<file path="config.mk">
export PLATFORM = sky130hd
export DESIGN_NAME = frequency_generator
export DESIGN_NICKNAME = d
export VERILOG_FILES = /design/src/rtl/frequency_pkg.sv /design/src/rtl/tone_generator.sv /design/src/rtl/frequency_generator.sv
export SDC_FILE = /design/constraint.sdc
export NUM_CORES = 1
export LEC_CHECK = 0
export CAP_MARGIN = 10
export CELL_PAD_IN_SITES_DETAIL_PLACEMENT = 0
export CELL_PAD_IN_SITES_GLOBAL_PLACEMENT = 1
export CORE_AREA = 4 4 102 104
export DETAILED_ROUTE_END_ITERATION = 16
export DIE_AREA = 0 0 106 108
export GPL_TIMING_DRIVEN = 1
export PLACE_DENSITY_LB_ADDON = 0.1
export SKIP_CTS_REPAIR_TIMING = 1
export SLEW_MARGIN = 25
export SYNTH_ARGS = -nofsm -noshare
export SYNTH_HDL_FRONTEND = slang
export SYNTH_SLANG_ARGS = --single-unit
</file>
<file path="constraint.sdc">
create_clock -name i_clock -period 3.3 [get_ports i_clock]
set_clock_uncertainty 0.1 [all_clocks]
set_input_delay 0.66 -clock i_clock [delete_from_list [all_inputs] [get_ports i_clock]]
set_output_delay 0.66 -clock i_clock [all_outputs]
set_load 0.02 [all_outputs]
</file>
<file path="src/rtl/frequency_pkg.sv">
// Shared definitions for the FSK generator/analyzer pair: state encoding and
// tick-count helpers derived from clock and tone rates.
package frequency_pkg;

  typedef enum logic {StIdle, StSend} state_e;

  function automatic int unsigned half_ticks(input int unsigned clock_hz,
                                             input int unsigned tone_hz);
    return clock_hz / (2 * tone_hz);
  endfunction

  function automatic int unsigned bit_ticks(input int unsigned clock_hz,
                                            input int unsigned rate);
    return clock_hz / rate;
  endfunction

endpackage

</file>
<file path="src/rtl/tone_generator.sv">
// Square-wave source: toggles o_sample_out every HALF0 or HALF1 advancing cycles,
// selected by i_sel; i_restart re-zeroes the half-period count without touching the level.
module tone_generator
  import frequency_pkg::*;
#(
  parameter int unsigned HALF0 = 55,
  parameter int unsigned HALF1 = 45
) (
  input  logic i_clock,
  input  logic i_clear,
  input  logic i_advance,
  input  logic i_restart,
  input  logic i_sel,
  output logic o_sample_out
);

  logic [31:0] r_half_cnt;
  logic        r_sample;
  logic [31:0] w_half_last;
  logic        w_hit;

  assign w_half_last = i_sel ? (HALF1 - 32'd1) : (HALF0 - 32'd1);
  assign w_hit       = i_advance & (r_half_cnt == w_half_last);

  // A toggle coinciding with a restart still happens; only the count is cleared.
  always_ff @(posedge i_clock or negedge i_clear) begin
    if (!i_clear) begin
      r_half_cnt <= '0;
      r_sample   <= 1'b0;
    end else begin
      if (w_hit) r_sample <= ~r_sample;
      if (i_restart || w_hit) r_half_cnt <= '0;
      else if (i_advance)     r_half_cnt <= r_half_cnt + 32'd1;
    end
  end

  assign o_sample_out = r_sample;

endmodule

</file>
<file path="src/rtl/frequency_generator.sv">
// Two-tone FSK transmitter: shifts words out LSB first, one tone per bit for
// BIT_TICKS clocks; back-to-back words are accepted in the last cycle of a word.
module frequency_generator
  import frequency_pkg::*;
#(
  parameter int unsigned FREQUENCY0      = 9000,
  parameter int unsigned FREQUENCY1      = 11000,
  parameter int unsigned BIT_RATE        = 1000,
  parameter int unsigned DATA_WIDTH      = 8,
  parameter int unsigned CLOCK_FREQUENCY = 50000000
) (
  input  logic                  i_clock,
  input  logic                  i_clear,
  input  logic                  i_enable,
  input  logic [DATA_WIDTH-1:0] i_data_in,
  input  logic                  i_data_valid,
  output logic                  o_data_ready,
  output logic                  o_sample_out,
  output logic                  o_busy,
  output logic                  o_tx_done
);

  localparam int unsigned HALF0     = half_ticks(CLOCK_FREQUENCY, FREQUENCY0);
  localparam int unsigned HALF1     = half_ticks(CLOCK_FREQUENCY, FREQUENCY1);
  localparam int unsigned BIT_TICKS = bit_ticks(CLOCK_FREQUENCY, BIT_RATE);
  localparam int unsigned IDX_W     = $clog2(DATA_WIDTH) + 1;

  if (HALF0 == 0 || HALF1 == 0 || BIT_TICKS == 0) begin : g_bad_ticks
    $error("frequency_generator: HALF0, HALF1 and BIT_TICKS must all be >= 1");
  end
  if (FREQUENCY1 <= FREQUENCY0) begin : g_bad_tones
    $error("frequency_generator: FREQUENCY1 must exceed FREQUENCY0");
  end

  state_e                r_state;
  logic [DATA_WIDTH-1:0] r_shifter;
  logic [31:0]           r_bit_cnt;
  logic [IDX_W-1:0]      r_bit_idx;
  logic                  r_tx_done;

  logic w_run, w_bit_end, w_last, w_xfer;

  assign w_run     = i_enable & (r_state == StSend);
  assign w_bit_end = w_run & (r_bit_cnt == BIT_TICKS - 32'd1);
  assign w_last    = w_bit_end & (r_bit_idx == IDX_W'(DATA_WIDTH - 1));

  assign o_data_ready = i_clear & i_enable & ((r_state == StIdle) | w_last);
  assign w_xfer       = i_data_valid & o_data_ready;

  always_ff @(posedge i_clock or negedge i_clear) begin
    if (!i_clear) begin
      r_state   <= StIdle;
      r_shifter <= '0;
      r_bit_cnt <= '0;
      r_bit_idx <= '0;
      r_tx_done <= 1'b0;
    end else begin
      r_tx_done <= 1'b0;
      if (i_enable) begin
        unique case (r_state)
          StIdle: begin
            if (w_xfer) begin
              r_shifter <= i_data_in;
              r_bit_cnt <= '0;
              r_bit_idx <= '0;
              r_state   <= StSend;
            end
          end
          StSend: begin
            r_bit_cnt <= r_bit_cnt + 32'd1;
            if (w_bit_end) begin
              r_bit_cnt <= '0;
              r_shifter <= r_shifter >> 1;
              r_bit_idx <= r_bit_idx + IDX_W'(1);
            end
            if (w_last) begin
              r_tx_done <= 1'b1;
              if (w_xfer) begin
                r_shifter <= i_data_in;
                r_bit_idx <= '0;
              end else begin
                r_state <= StIdle;
              end
            end
          end
          default: r_state <= StIdle;
        endcase
      end
    end
  end

  tone_generator #(
    .HALF0 (HALF0),
    .HALF1 (HALF1)
  ) u_tone (
    .i_clock      (i_clock),
    .i_clear      (i_clear),
    .i_advance    (w_run),
    .i_restart    (w_bit_end | w_xfer),
    .i_sel        (r_shifter[0]),
    .o_sample_out (o_sample_out)
  );

  assign o_busy    = (r_state == StSend);
  assign o_tx_done = r_tx_done;

endmodule
</file>
==> flow_summary.toml <==
[cells_and_area]
multiInputGateArea_um2 = 2230
num-fill-cells = 905
nets = 540
antennaDiodeCount = 0
drive_gt1_share_pct = 12.3
seqCellArea_um2 = 1980
syn_to_final_growth_pct = 14.6

[floorplanning]
rows = 36
die_h_um = 108
dieArea_um2 = 11400
chipWidth_um = 106
start_util_pct = 46.1
coreArea_um2 = 9550
io_pins = 16

[power_and_ir_drop]
pwr-share-comb_pct = 14.6
p_seq_share_pct = 52.8
p_leak_nw = 2.02
pwr-share-clk_pct = 32.6
irDropWorstVdd_v = 0.000215
p_int_mw = 1.59
p_sw_share_pct = 29.1
switchingPower_uw = 652
p_total_mw = 2.24
power_density_nw_per_um2 = 445

[clock_tree]
clk_latency_ns = 0.35
cts_tree = "done"
clock_path_buffers = 2
cts_buffers = 9
cts.sink_count = 79
h-tree-depth = 3
cts-root-buf = "clkbuf_8"
path_clk_slew_ns = 0.09

[detailed_routing]
drc = 0
wl_per_cell_um = 16.8
vias = 3885
drt_first_iter_violations = 233
final_antenna_net_count = 0
viasPerCell = 5.86
first_pass_iters = 5
postRouteWirelength_mm = 11.2

[min_path]
hold_path_class = "primary input to async pin"

[sta]
period_needed_ns = 3.26
fin_crit_sh_pct = 98.7
maxSlewViolCount = 0
layout_setup_ws_ns = 0.0438
grt_setup_unrepaired = "yes"
worstMarginPinSlew_ns = 0.821
clock.fmax_mhz = 307
finalSetupViolCount = 0
relSlewSlack_pct = 45.3
hold_violations = 0

[global_routing]
grt_first_pass_wirelength_mm = 18.9
antenna_found_initial = 0
overflow = 0
grt_pass1_vias = 3953
grt_max_degree = 64
grt_use_total_pct = 20.3

[placement]
gp_congestion = 0.824
portBuffers = 15
hpwl_mm = 7.33
dp_slack_ns = -0.0441

[yosys]
netlist.area_leader.share_pct = 44.9
ys_types = 45
syn_nets = 513
yosys_warnings = 0
syn-cell-area_um2 = 4400
synth_top_family_by_area = "simple AND/OR/NAND/NOR gates"
synthMuxAreaShare_pct = 0.227
synth_compound_area_share_pct = 13.3
synth-adder-area-share_pct = 0.853
ys.flop_type = "dfrtp_1"
synth.avg_cell_area_um2 = 8.84
synth_seq_area_share_pct = 44.9
async_flop_share_pct = 100
synth_cells = 498
synth_top_cells_by_count = "dfrtp_1 (79), nor2_1 (50), nand2_1 (38), nand3_1 (37), nor4_1 (30)"
synthTopCellsByArea = "dfrtp_1 (45%), xnor2_1 (5.0%), nor2_1 (4.3%)"
ys_seq_elements = 79
synth_top_area_cell = "dfrtp_1"
yosysMostFrequentCell = "dfrtp_1"
synth_xor_area_share_pct = 6.76
synth_simple_gate_area_share_pct = 29.3
synth-edff-count = 0

[critical_path]
max_stage_delay_ns = 0.53
r2r-end = "r_bit_idx[0]"
r2r_slack_ns = 0.56
critPathMaxFanout = 2
crit_chain = "or4b_4 -> or3_4 -> or3_4 -> o31a_1 -> nor2_1 -> buf_4"
r2r-start = "r_bit_cnt[11]"
crit_top_cell = "or3_4"
path_class = "flop to output pin"
startpoint = "r_bit_cnt[11]"
r2r.worst_path.cells = 6
start_kind = "flop"
slowest_stage = "or4b_4"
worstSetupEndpointType = "output pin"
cp.required_ns = 2.54
arrival_ns = 2.50

[run_status]
status = "complete, no violations"

[run]
cap_viol_max_count = 0
-- kinds of logic (layout without fill, tap and decap cells) --
family | count (synthesis) | count (layout)
and+or+nand+nor | 246 | 246
AOI/OAI and AO/OA | 83 | 83
DFF | 79 | 79
buffers and inverters | 52 | 84
xor gates and xnor gates | 34 | 34
adders and majority gates | 3 | 3
muxes | 1 | 1
-- flip-flops by register name (all words and copies together), names as in the netlist --
name,count
o_busy,1
o_tx_done,1
r_bit_cnt,32
u_tone.o_sample_out,1
r_bit_idx,4
u_tone.r_half_cnt,32
r_shifter,8
-- layer usage --
layer  GRT usage, %  routed length [µm]  vias up
li1               -                   -     1896
met3           2.57                 314       12
met4           7.86                 146        0
met2           35.1                5540       66
met1           26.1                5150     1911
met5              0                   0        -
-- worst max-delay path, delay by kind of cell, from the launching register on --
| kind | cells | cell delay (ns) |
|---|---|---|
| buffers and inverters | 1 | 0.14 |
| DFF | 1 | 0.38 |
| AOI/OAI and AO/OA | 1 | 0.26 |
| and+or+nand+nor | 4 | 1.37 |
-- worst max-delay path by stage --
| stage | slack (ns) | cells after the start | to |
|---|---|---|---|
| after floorplan | 0.22 | 6 | o_data_ready |
| after global placement | -0.06 | 6 | o_data_ready |
| after detailed placement | -0.04 | 6 | o_data_ready |
| after CTS | -0.44 | 6 | o_data_ready |
| after global routing | -0.02 | 6 | o_data_ready |
| final | 0.04 | 6 | o_data_ready |
-- per-stage QoR --
stage	TNS [ns]	area (µm²)	std cells	util (%)	hold WS [ns]
final	0	5040	663	52.8	0.0751
after floorplan	0	4400	498	-	0.264
after detailed placement	-0.0441	4840	647	50.7	0.374
after CTS	-0.442	5040	663	52.8	0.0618
after global routing	-0.0227	5040	663	52.8	0.0782
after global placement	-0.0556	4840	647	50.7	0.374
-- power groups by stage --
stage	logic, mW	clock network, mW	registers [mW]
6_report	0.327	0.732	1.19
5_1_grt	0.373	0.787	1.20
4_1_cts	0.332	0.755	1.18
3_5_place_dp	0.329	0	1.20
3_3_place_gp	0.321	0	1.20
2_1_floorplan	0.230	0	1.18
-- area by class of cell --
class | count | area share [%]
repair buffers | 46 | 7.74
inverters | 22 | 1.64
clock buffers | 10 | 2.53
clock inverters | 6 | 1.41
multi-input cells | 367 | 44.2
flip-flops and latches | 79 | 39.2
well taps | 133 | 3.30
-- placed cells by master (no fill, tap or decap), types with 3 or more instances in the layout --
cell | Yosys | layout
a211o_1 | 3 | 3
a21oi_1 | 8 | 8
a31oi_1 | 24 | 24
a41oi_1 | 3 | 3
and2_1 | 3 | 3
and3_1 | 8 | 8
and4_1 | 5 | 5
buf_4 | 0 | 32
clkbuf_8 | 0 | 9
clkdlybuf4s50_1 | 0 | 13
clkinv_4 | 0 | 3
dfrtp_1 | 79 | 79
ha_1 | 3 | 3
inv_1 | 22 | 22
nand2_1 | 38 | 38
nand3_1 | 37 | 37
nand3b_1 | 3 | 3
nand4_1 | 22 | 22
nor2_1 | 50 | 50
nor3_1 | 18 | 18
nor4_1 | 30 | 30
o211ai_1 | 3 | 3
o21ai_0 | 14 | 14
o221a_2 | 7 | 7
o31a_1 | 7 | 7
or2_2 | 4 | 4
or3_1 | 16 | 15
or4_1 | 7 | 7
xnor2_1 | 25 | 25
xor2_1 | 9 | 9
Note: power is estimated with default switching activity, not from simulation.
